--- src/rtl/ahb_line_master.sv ---
// AHB-Lite master for L1 misses: single write-through, single uncached read, line fill.
// Latency: grant one cycle after the request, NONSEQ the cycle after; single done at +4, N-beat fill done at +N+4.
// Backpressure: hready=0 freezes the address and data pipeline; hresp=1 in a data phase aborts the transaction.
//
// Ports: clk/rst_n; wt_req/rd_req/line_req with pa/wt_data (held until trans_rdy or bus_error);
//        rd_data, line_data/addr_count/line_write, cache_entry_refill, trans_rdy, bus_error toward the L1;
//        bus_req/bus_ack arbitration; haddr/hwrite/htrans/hburst/hsize/hwdata/hready/hresp/hrdata to AHB.
module ahb_line_master #(
    parameter int ADDR_W     = 24,
    parameter int DATA_W     = 8,
    parameter int LINE_BEATS = 16,
    parameter bit WRAP_EN    = 1'b1
) (
    input  logic                          clk,
    input  logic                          rst_n,
    input  logic                          wt_req,
    input  logic                          rd_req,
    input  logic                          line_req,
    input  logic [ADDR_W-1:0]             pa,
    input  logic [DATA_W-1:0]             wt_data,
    output logic [DATA_W-1:0]             rd_data,
    output logic [DATA_W-1:0]             line_data,
    output logic [$clog2(LINE_BEATS)-1:0] addr_count,
    output logic                          line_write,
    output logic                          cache_entry_refill,
    output logic                          trans_rdy,
    output logic                          bus_error,
    output logic                          bus_req,
    input  logic                          bus_ack,
    output logic [ADDR_W-1:0]             haddr,
    output logic                          hwrite,
    output logic [1:0]                    htrans,
    output logic [2:0]                    hburst,
    output logic [2:0]                    hsize,
    output logic [DATA_W-1:0]             hwdata,
    input  logic                          hready,
    input  logic                          hresp,
    input  logic [DATA_W-1:0]             hrdata
);
    localparam int IDX_W  = $clog2(LINE_BEATS);
    localparam int BYTE_W = $clog2(DATA_W / 8);
    // Wrapping bursts only exist in AHB for 4, 8 and 16 beats.
    localparam bit WRAP_EFF = WRAP_EN && (LINE_BEATS == 4 || LINE_BEATS == 8 || LINE_BEATS == 16);
    localparam logic [2:0] HBURST_LINE =
        (LINE_BEATS == 4)  ? (WRAP_EFF ? 3'b010 : 3'b011) :
        (LINE_BEATS == 8)  ? (WRAP_EFF ? 3'b100 : 3'b101) :
        (LINE_BEATS == 16) ? (WRAP_EFF ? 3'b110 : 3'b111) : 3'b001;
    localparam logic [2:0]        HSIZE     = 3'(BYTE_W);
    localparam logic [ADDR_W-1:0] LINE_MASK = ADDR_W'(LINE_BEATS * (DATA_W / 8) - 1);

    localparam logic [1:0] HT_IDLE   = 2'b00;
    localparam logic [1:0] HT_NONSEQ = 2'b10;
    localparam logic [1:0] HT_SEQ    = 2'b11;

    typedef enum logic [2:0] {
        S_IDLE, S_ARB, S_ADDR, S_BURST, S_DATA, S_LAST, S_DONE, S_ERR
    } state_e;
    typedef enum logic [1:0] {K_WR, K_RD, K_LINE} kind_e;

    state_e             state_q;
    kind_e              kind_q;
    logic [IDX_W-1:0]   aidx_q;      // beat index of the current address phase
    logic [IDX_W-1:0]   didx_q;      // beat index of the current data phase
    logic [IDX_W-1:0]   cnt_q;       // address phases still to issue after the current one
    logic [DATA_W-1:0]  rd_data_q, line_data_q, hwdata_q;
    logic [IDX_W-1:0]   addr_count_q;
    logic               line_write_q, refill_q, trans_rdy_q, bus_error_q, bus_req_q, hwrite_q;
    logic [ADDR_W-1:0]  haddr_q;
    logic [1:0]         htrans_q;
    logic [2:0]         hburst_q;

    logic [IDX_W-1:0]   start_idx;
    logic [IDX_W-1:0]   aidx_inc;

    // Fill starts at the requested beat when wrapping, at the line base otherwise.
    assign start_idx = WRAP_EFF ? pa[BYTE_W +: IDX_W] : '0;
    // Increment modulo LINE_BEATS gives the wrap inside the aligned line for free.
    assign aidx_inc  = aidx_q + IDX_W'(1);

    function automatic logic [ADDR_W-1:0] beat_addr(input logic [ADDR_W-1:0] a,
                                                    input logic [IDX_W-1:0]  idx);
        return (a & ~LINE_MASK) | (ADDR_W'(idx) << BYTE_W);
    endfunction

    always_ff @(posedge clk or negedge rst_n) begin
        if (!rst_n) begin
            state_q      <= S_IDLE;
            kind_q       <= K_WR;
            aidx_q       <= '0;
            didx_q       <= '0;
            cnt_q        <= '0;
            rd_data_q    <= '0;
            line_data_q  <= '0;
            hwdata_q     <= '0;
            addr_count_q <= '0;
            line_write_q <= 1'b0;
            refill_q     <= 1'b0;
            trans_rdy_q  <= 1'b0;
            bus_error_q  <= 1'b0;
            bus_req_q    <= 1'b0;
            hwrite_q     <= 1'b0;
            haddr_q      <= '0;
            htrans_q     <= HT_IDLE;
            hburst_q     <= 3'b000;
        end else begin
            line_write_q <= 1'b0;
            refill_q     <= 1'b0;
            trans_rdy_q  <= 1'b0;
            bus_error_q  <= 1'b0;
            case (state_q)
                S_IDLE: begin
                    if (wt_req) begin
                        kind_q <= K_WR;   state_q <= S_ARB; bus_req_q <= 1'b1;
                    end else if (rd_req) begin
                        kind_q <= K_RD;   state_q <= S_ARB; bus_req_q <= 1'b1;
                    end else if (line_req) begin
                        kind_q <= K_LINE; state_q <= S_ARB; bus_req_q <= 1'b1;
                    end
                end
                S_ARB: begin
                    if (bus_ack) begin
                        state_q  <= S_ADDR;
                        htrans_q <= HT_NONSEQ;
                        hwrite_q <= (kind_q == K_WR);
                        aidx_q   <= start_idx;
                        if (kind_q == K_LINE) begin
                            haddr_q  <= beat_addr(pa, start_idx);
                            hburst_q <= HBURST_LINE;
                            cnt_q    <= IDX_W'(LINE_BEATS - 1);
                        end else begin
                            haddr_q  <= pa;
                            hburst_q <= 3'b000;
                            cnt_q    <= '0;
                        end
                    end
                end
                // ADDR has no data phase in flight; BURST and DATA each carry one.
                S_ADDR, S_BURST, S_DATA: begin
                    if (state_q != S_ADDR && hresp) begin
                        state_q     <= S_ERR;
                        htrans_q    <= HT_IDLE;
                        hwrite_q    <= 1'b0;
                        hburst_q    <= 3'b000;
                        bus_req_q   <= 1'b0;
                        bus_error_q <= 1'b1;
                    end else if (hready) begin
                        if (state_q != S_ADDR && kind_q == K_LINE) begin
                            line_write_q <= 1'b1;
                            line_data_q  <= hrdata;
                            addr_count_q <= didx_q;
                        end
                        if (state_q == S_DATA) begin
                            bus_req_q <= 1'b0;
                            if (kind_q == K_LINE) begin
                                state_q <= S_LAST;
                            end else begin
                                state_q     <= S_DONE;
                                trans_rdy_q <= 1'b1;
                                if (kind_q == K_RD) rd_data_q <= hrdata;
                            end
                        end else begin
                            didx_q <= aidx_q;
                            if (kind_q == K_WR) hwdata_q <= wt_data;
                            if (cnt_q != '0) begin
                                state_q  <= S_BURST;
                                htrans_q <= HT_SEQ;
                                aidx_q   <= aidx_inc;
                                haddr_q  <= beat_addr(pa, aidx_inc);
                                cnt_q    <= cnt_q - IDX_W'(1);
                            end else begin
                                state_q  <= S_DATA;
                                htrans_q <= HT_IDLE;
                                hwrite_q <= 1'b0;
                                hburst_q <= 3'b000;
                            end
                        end
                    end
                end
                // One spare cycle so the refill pulse trails the final line_write.
                S_LAST: begin
                    state_q     <= S_DONE;
                    trans_rdy_q <= 1'b1;
                    refill_q    <= 1'b1;
                end
                S_DONE: begin
                    state_q  <= S_IDLE;
                    hwdata_q <= '0;
                end
                S_ERR: begin
                    state_q  <= S_IDLE;
                    hwdata_q <= '0;
                end
                default: state_q <= S_IDLE;
            endcase
        end
    end

    assign rd_data            = rd_data_q;
    assign line_data          = line_data_q;
    assign addr_count         = addr_count_q;
    assign line_write         = line_write_q;
    assign cache_entry_refill = refill_q;
    assign trans_rdy          = trans_rdy_q;
    assign bus_error          = bus_error_q;
    assign bus_req            = bus_req_q;
    assign haddr              = haddr_q;
    assign hwrite             = hwrite_q;
    assign htrans             = htrans_q;
    assign hburst             = hburst_q;
    assign hsize              = HSIZE;
    assign hwdata             = hwdata_q;
endmodule

--- config.mk ---
export PLATFORM = sky130hd
export DESIGN_NAME = ahb_line_master
export DESIGN_NICKNAME = d
export VERILOG_FILES = /design/src/rtl/ahb_line_master.sv
export SDC_FILE = /design/constraint.sdc
export NUM_CORES = 1
export LEC_CHECK = 0
export ABC_CLOCK_PERIOD_IN_PS = 3960
export CAP_MARGIN = 10
export CORE_MARGIN = 5
export CORE_UTILIZATION = 40
export DETAILED_ROUTE_END_ITERATION = 7
export PLACE_DENSITY_LB_ADDON = 0.2
export SETUP_SLACK_MARGIN = 0.05
export SYNTH_ARGS = -nofsm -noshare
export SYNTH_HDL_FRONTEND = slang
export SYNTH_SLANG_ARGS = --single-unit
--- constraint.sdc ---
create_clock -name clk -period 3.96 [get_ports clk]
set_input_delay 0.396 -clock clk [delete_from_list [all_inputs] [get_ports clk]]
set_output_delay 0.396 -clock clk [all_outputs]
set_load 0.1 [all_outputs]
==> metrics.md, run 1 <==
| Metric | Value |
|---|---|
| Status | `completed` |
| Die height | `102.0 µm` |
| DR WL/cell | `about 16 µm` |
| Gpl congestion | `0.8951` |
| Dpl hpwl | `between 5000 and 6000 µm` |
| Fill count | `720` |
| Tot GR Track Use | `0.1505` |
| Worst R2R Path Depth | `7` |
| GRT overflow | `0` |
| Starting Density | `0.4116` |
| Final #Nets | `425` |
| Largest area contributor in the netlist | `dfrtp_1` |
| Metal2 WL | `3530 µm` |
| Final Max Tran Viols | `0` |
| Worst path buffer plus inverter count | `2` |
| Mapped cell area | `3382 µm²` |
| Total negative slack | `0 ps` |
| Startpoint types | `flop` |
| Slew @ Worst Pin | `1010 ps` |
| Vias/cell | `between 4 and 5` |
| Largest net degree at the start of global routing | `75` |
| Hold_buf cts | `0` |
| Reg2reg setup slack | `1460 ps` |
| Detailed Routing Iterations Pass 1 | `4` |
| Detail Route Antenna Nets | `0` |
| Worst Path Arrival | `2720 ps` |
| Clock-pin slew on the worst setup and hold paths | `~80 ps` |
| CTS Buf Count | `9` |
| CP delay by family, top | `simple AND/OR/NAND/NOR gates` |
| Crit-path cells | `inv_1 > ha_1 > or3b_4 > a41oi_2 > nor2_4 > buf_4 > mux2_4` |
| Post-Syn Instances | `about 270` |
| Register area share after synthesis | `0.5475` |
| Die area | `10390 µm²` |
| Clock Latency Late Sink | `about 340 ps` |
| Worst Path Max Fanout | `28` |
| Commonest cells in the netlist | `dfrtp_1 (74), mux2_2 (21), nor2_1 (20)` |
| Max Used Layer | `met4` |
| Most used DFF post-synth | `dfrtp_1` |
| First-pass GRT wire length | `12300 µm` |
| Endpoints failing hold | `0` |
| Core ar. | `between 8000 and 9000 µm²` |
| WS Path Type | `reg -> reg` |
| CTS tree | `built` |
| MaxCap Viol Count | `0` |
| Count leader, synth | `dfrtp_1` |
| Fmax | `approximately 400 MHz` |
| CP required | `around 4200 ps` |
| Share of cells above drive strength 1 | `0.1711` |
| Max H-tree Level | `3` |
| Rel. slew slack | `0.3246` |
| Number of global-route vias before repair | `about 2500` |
| Setup Fix Bufs, Post-CTS | `0` |
| Crit path capture type | `flop` |
| # setup viols final | `0` |
| Clock Tree Buf Depth | `2` |
| Final wirelength | `around 7600 µm` |
| PostCTS Resize Cnt | `0` |
| Area grow syn2layout | `39.22%` |
| Syn Area/Cell | `roughly 13 µm²` |
| Hold crit path type | `in -> async` |
| Crit-path max cell delay | `around 670 ps` |
| Max stage delay cell, worst path | `nor2_4` |
| Routed met3 length | `roughly 510 µm` |
| Reg-to-reg endpoint | `haddr[11]` |
| Antenna diode count | `0` |
| Ranking of synthesized cells by area | `dfrtp_1 (55%), mux2_4 (7.1%), mux2_2 (7.0%)` |
| DIE WIDTH | `roughly 100 µm` |
| RSZ-0062 raised after global routing | `no` |
| Final period utilization | `0.6312` |
| # DRC | `0` |
| Root Driver | `clkbuf_8` |
| I/O pin count | `114` |
| Share of Yosys cell area claimed by the top area cell type | `0.5475` |
| Worst Clk Skew | `about 8.4 ps` |
| Async SR Flop Fraction | `1.000` |
| Rows | `33` |
| Clock Sinks | `between 70 and 80` |
| DRT iter0 DRCs | `around 160` |
| Synth warnings | `0` |
| Initial antenna violation count | `0` |
| Routed vias | `about 2400` |
| Synth unique cells | `50` |
| Crit path time final | `2500 ps` |
| Post-synthesis register bit count | `between 70 and 80` |
| I/O Buffers | `between 100 and 150` |
| Worst r2r src | `cnt_q[0]` |
| Number of synthesized flops with an enable pin | `0` |
| Met1 Wirelength | `approximately 3400 µm` |
how the worst max path moves through the flow:
| stage | startpoint | end | slack, ps | cells past startpoint |
|---|---|---|---|---|
| 2_1_floorplan | cnt_q[0] | haddr[10] | 2070 | 7 |
| 3_3_place_gp | hresp | haddr[8] | 1250 | 6 |
| 3_5_place_dp | hresp | haddr[11] | 1180 | 6 |
| 4_1_cts | cnt_q[0] | haddr[11] | 1440 | 7 |
| 5_1_grt | cnt_q[0] | haddr[11] | 1300 | 7 |
| 6_report | cnt_q[0] | haddr[11] | 1460 | 7 |
area by class of cell:
cell class,instances,area (µm²),area share
Inverter,7,26.28,0.005581
Multi-Input combinational cell,173,1400,0.2974
Sequential cell,74,1852,0.3933
Clock inverter,6,65.06,0.01382
Timing Repair Buffer,110,1096,0.2328
Tap cell,105,131.4,0.02790
Clock buffer,10,137.6,0.02923
stage by stage:
| step | std cells | instance area, µm² | hold WS, ps | setup slack, ps | utilization |
|---|---|---|---|---|---|
| floorplan | 272 | 3393 | 100.4 | 2074 | - |
| global placement | 469 | 4506 | 463.8 | 1251 | 0.5483 |
| detailed placement | 469 | 4506 | 467.6 | 1176 | 0.5483 |
| CTS | 485 | 4708 | 222.0 | 1439 | 0.5730 |
| global route | 485 | 4708 | 285.6 | 1301 | 0.5730 |
| finish | 485 | 4708 | 173.9 | 1460 | 0.5730 |
sequential cells by signal, indices dropped and copies added, names as in the netlist, 2 cells and up:
signal,count
haddr,21
addr_count,4
didx_q,4
kind_q,2
htrans,2
hwdata,8
aidx_q,3
rd_data,8
cnt_q,4
state_q,3
line_data,8
placed cells by master, fill, tap and decap left out, drive strengths merged, types with 3 or more instances in the layout:
cell type / synthesis / final
clkdlybuf4s50: 0 / 108
nor2b: 5 / 5
mux2: 46 / 46
nor2: 22 / 22
inv: 7 / 8
clkbuf: 2 / 10
a21oi: 8 / 8
o22ai: 3 / 3
nand2: 11 / 11
conb: 1 / 4
nand2b: 4 / 4
clkinv: 0 / 3
nand4: 3 / 3
a22o: 3 / 3
o21ai: 19 / 19
dfrtp: 74 / 74
mux2i: 11 / 11
nor3: 4 / 4
layer usage:
layer | up-vias | GRT usage
li1 | 1161 | -
met2 | 85 | 0.2324
met5 | - | 0
met3 | 13 | 0.03891
met1 | 1161 | 0.2088
met4 | 0 | 0.04844
logic make-up (layout without fill, tap and decap cells):
logic type                 count (synthesis)  in the layout  share of synthesized area
and+or+nand+nor                           60             60                    0.09989
other                                      1              4                   0.001109
DFF                                       74             74                     0.5475
buffers and inverters                     25            133                    0.04329
adders and majority gates                  2              2                   0.007398
muxes                                     57             57                     0.2035
AOI/OAI and AO/OA                         50             50                    0.09731
Power of run 1 is left out: the tool's default activity adds up to more than one toggle a clock period on the data nets, which glitch-free logic cannot reach.
==> inputs of run 2 (changes only) <==
- ABC_CLOCK_PERIOD_IN_PS: 3960 -> 2600
- clock period: 3.96 -> 2.6 ns (I/O delays scaled with it)
==> metrics.md, run 2 (synthesis results as in run 1) <==
| Metric | Value |
|---|---|
| Status | `completed` |
| WS Path Type | `reg -> reg` |
| Most common cell after layout, fill and taps aside | `dfrtp_1` |
| Hold crit path type | `in -> async` |
| Initial antenna violation count | `0` |
| DRT iter0 DRCs | `approximately 100` |
| GRT overflow | `0` |
| Largest net degree at the start of global routing | `75` |
| Hold_buf cts | `0` |
| Max H-tree Level | `3` |
| Detailed Routing Iterations Pass 1 | `4` |
| Rel. slew slack | `0.3726` |
| Clock-pin slew on the worst setup and hold paths | `~80 ps` |
| Startpoint types | `flop` |
| Crit path capture type | `flop` |
| First-pass GRT wire length | `11990 µm` |
| Core ar. | `~8000 µm²` |
| Slew @ Worst Pin | `between 900 and 1000 ps` |
| Vias/cell | `5.136` |
| Largest register FFs | `21` |
| Detail Route Antenna Nets | `0` |
| Clock Latency Late Sink | `approximately 350 ps` |
| Root Driver | `clkbuf_8` |
| CP required | `2830 ps` |
| Worst Path Arrival | `2300 ps` |
| Dpl hpwl | `5347 µm` |
| Number of global-route vias before repair | `around 2500` |
| Clock Sinks | `74` |
| Reg area | `between 1500 and 2000 µm²` |
| Worst Clk Skew | `~9.2 ps` |
| I/O pin count | `114` |
| CTS Buf Count | `9` |
| Area grow syn2layout | `35.89%` |
| Starting Density | `0.4116` |
| CTS tree | `built` |
| M2 GR Usage | `0.2364` |
| Fill count | `703` |
| Endpoints failing hold | `0` |
| # DRC | `0` |
| Fmax | `approximately 480 MHz` |
| # setup viols final | `0` |
| M3 GR Usage | `0.03618` |
| Crit path time final | `around 2100 ps` |
| Final wirelength | `about 7600 µm` |
| Worst Path Max Fanout | `34` |
| Clock Tree Buf Depth | `2` |
| Most frequent cells in the layout | `dfrtp_1 (74), buf_4 (65), clkdlybuf4s50_1 (46), mux2_2 (21), nor2_1 (20)` |
| I/O Buffers | `~110` |
| Die area | `around 10000 µm²` |
| MaxCap Viol Count | `0` |
| DR WL/cell | `roughly 16 µm` |
| Antenna diode count | `0` |
| Footprint of the multi-input gates | `about 1400 µm²` |
| Final period utilization | `0.7952` |
| GR Layer Usage met1 | `0.1937` |
| Rows | `33` |
| PostCTS Resize Cnt | `0` |
| Final Max Tran Viols | `0` |
| Share of cells above drive strength 1 | `0.3351` |
| Final #Nets | `about 430` |
| Tot GR Track Use | `0.1479` |
| Gpl congestion | `~0.88` |
| RSZ-0062 raised after global routing | `no` |
| Routed vias | `2501` |
| Die height | `approximately 100 µm` |
| Setup Fix Bufs, Post-CTS | `0` |
| DIE WIDTH | `between 100 and 150 µm` |
| Global routing's busiest layer | `met2` |
| Total negative slack | `0 ps` |
run 2: changes by cell type in the layout (fill, tap and decap cells not counted), sizes merged:
cell           before  now
clkdlybuf4s50     108   46
bufinv              1    2
clkinv              3    2
buf                 2   66
run 2: metal layers:
layer / vias to the layer above / wire length, µm
li1: 1166 / -
met1: 1229 / 3271
met2: 95 / 3596
met3: 11 / 590
met4: 0 / 113
met5: - / 0
run 2: final timing paths:
check                      slack, ps            endpoint  cells after the start       from
max in group asynchronous       1940  cache_entry_refill                      1      rst_n
setup reg to reg                 530           haddr[23]                      7   cnt_q[0]
setup / recovery                 530           haddr[23]                      7   cnt_q[0]
min in group clk                 480       addr_count[3]                      1  didx_q[3]
hold / removal                    40          state_q[0]                      1      rst_n
hold reg to reg                  480       addr_count[3]                      1  didx_q[3]
run 2: metrics by stage:
stage | hold slack [ps] | utilization | worst slack, ps | area [µm²] | std cells
global placement | 461.6 | 0.5328 | 509.0 | 4378 | 471
CTS | 89.78 | 0.5593 | 537.3 | 4596 | 487
floorplan | -35.59 | - | 714.3 | 3393 | 272
detailed placement | 470.9 | 0.5328 | 469.2 | 4378 | 471
global route | 127.5 | 0.5593 | 426.7 | 4596 | 487
finish | 40.23 | 0.5593 | 532.5 | 4596 | 487
run 2: worst max-delay path: stages, from the launching register on:
cell	delay [ps]
dfrtp_1	420
inv_1	70
ha_1	190
or3b_4	420
a41oi_2	280
nor2_4	60
buf_12	190
mux2_4	310
run 2: area by class of cell:
class | count | area share
Sequential cell | 74 | 0.4029
Multi-Input combinational cell | 173 | 0.3047
Timing Repair Buffer | 112 | 0.2107
Tap cell | 105 | 0.02859
Clock buffer | 10 | 0.02777
Clock inverter | 6 | 0.01960
Inverter | 7 | 0.005717
Power of run 2 is left out for the same reason.
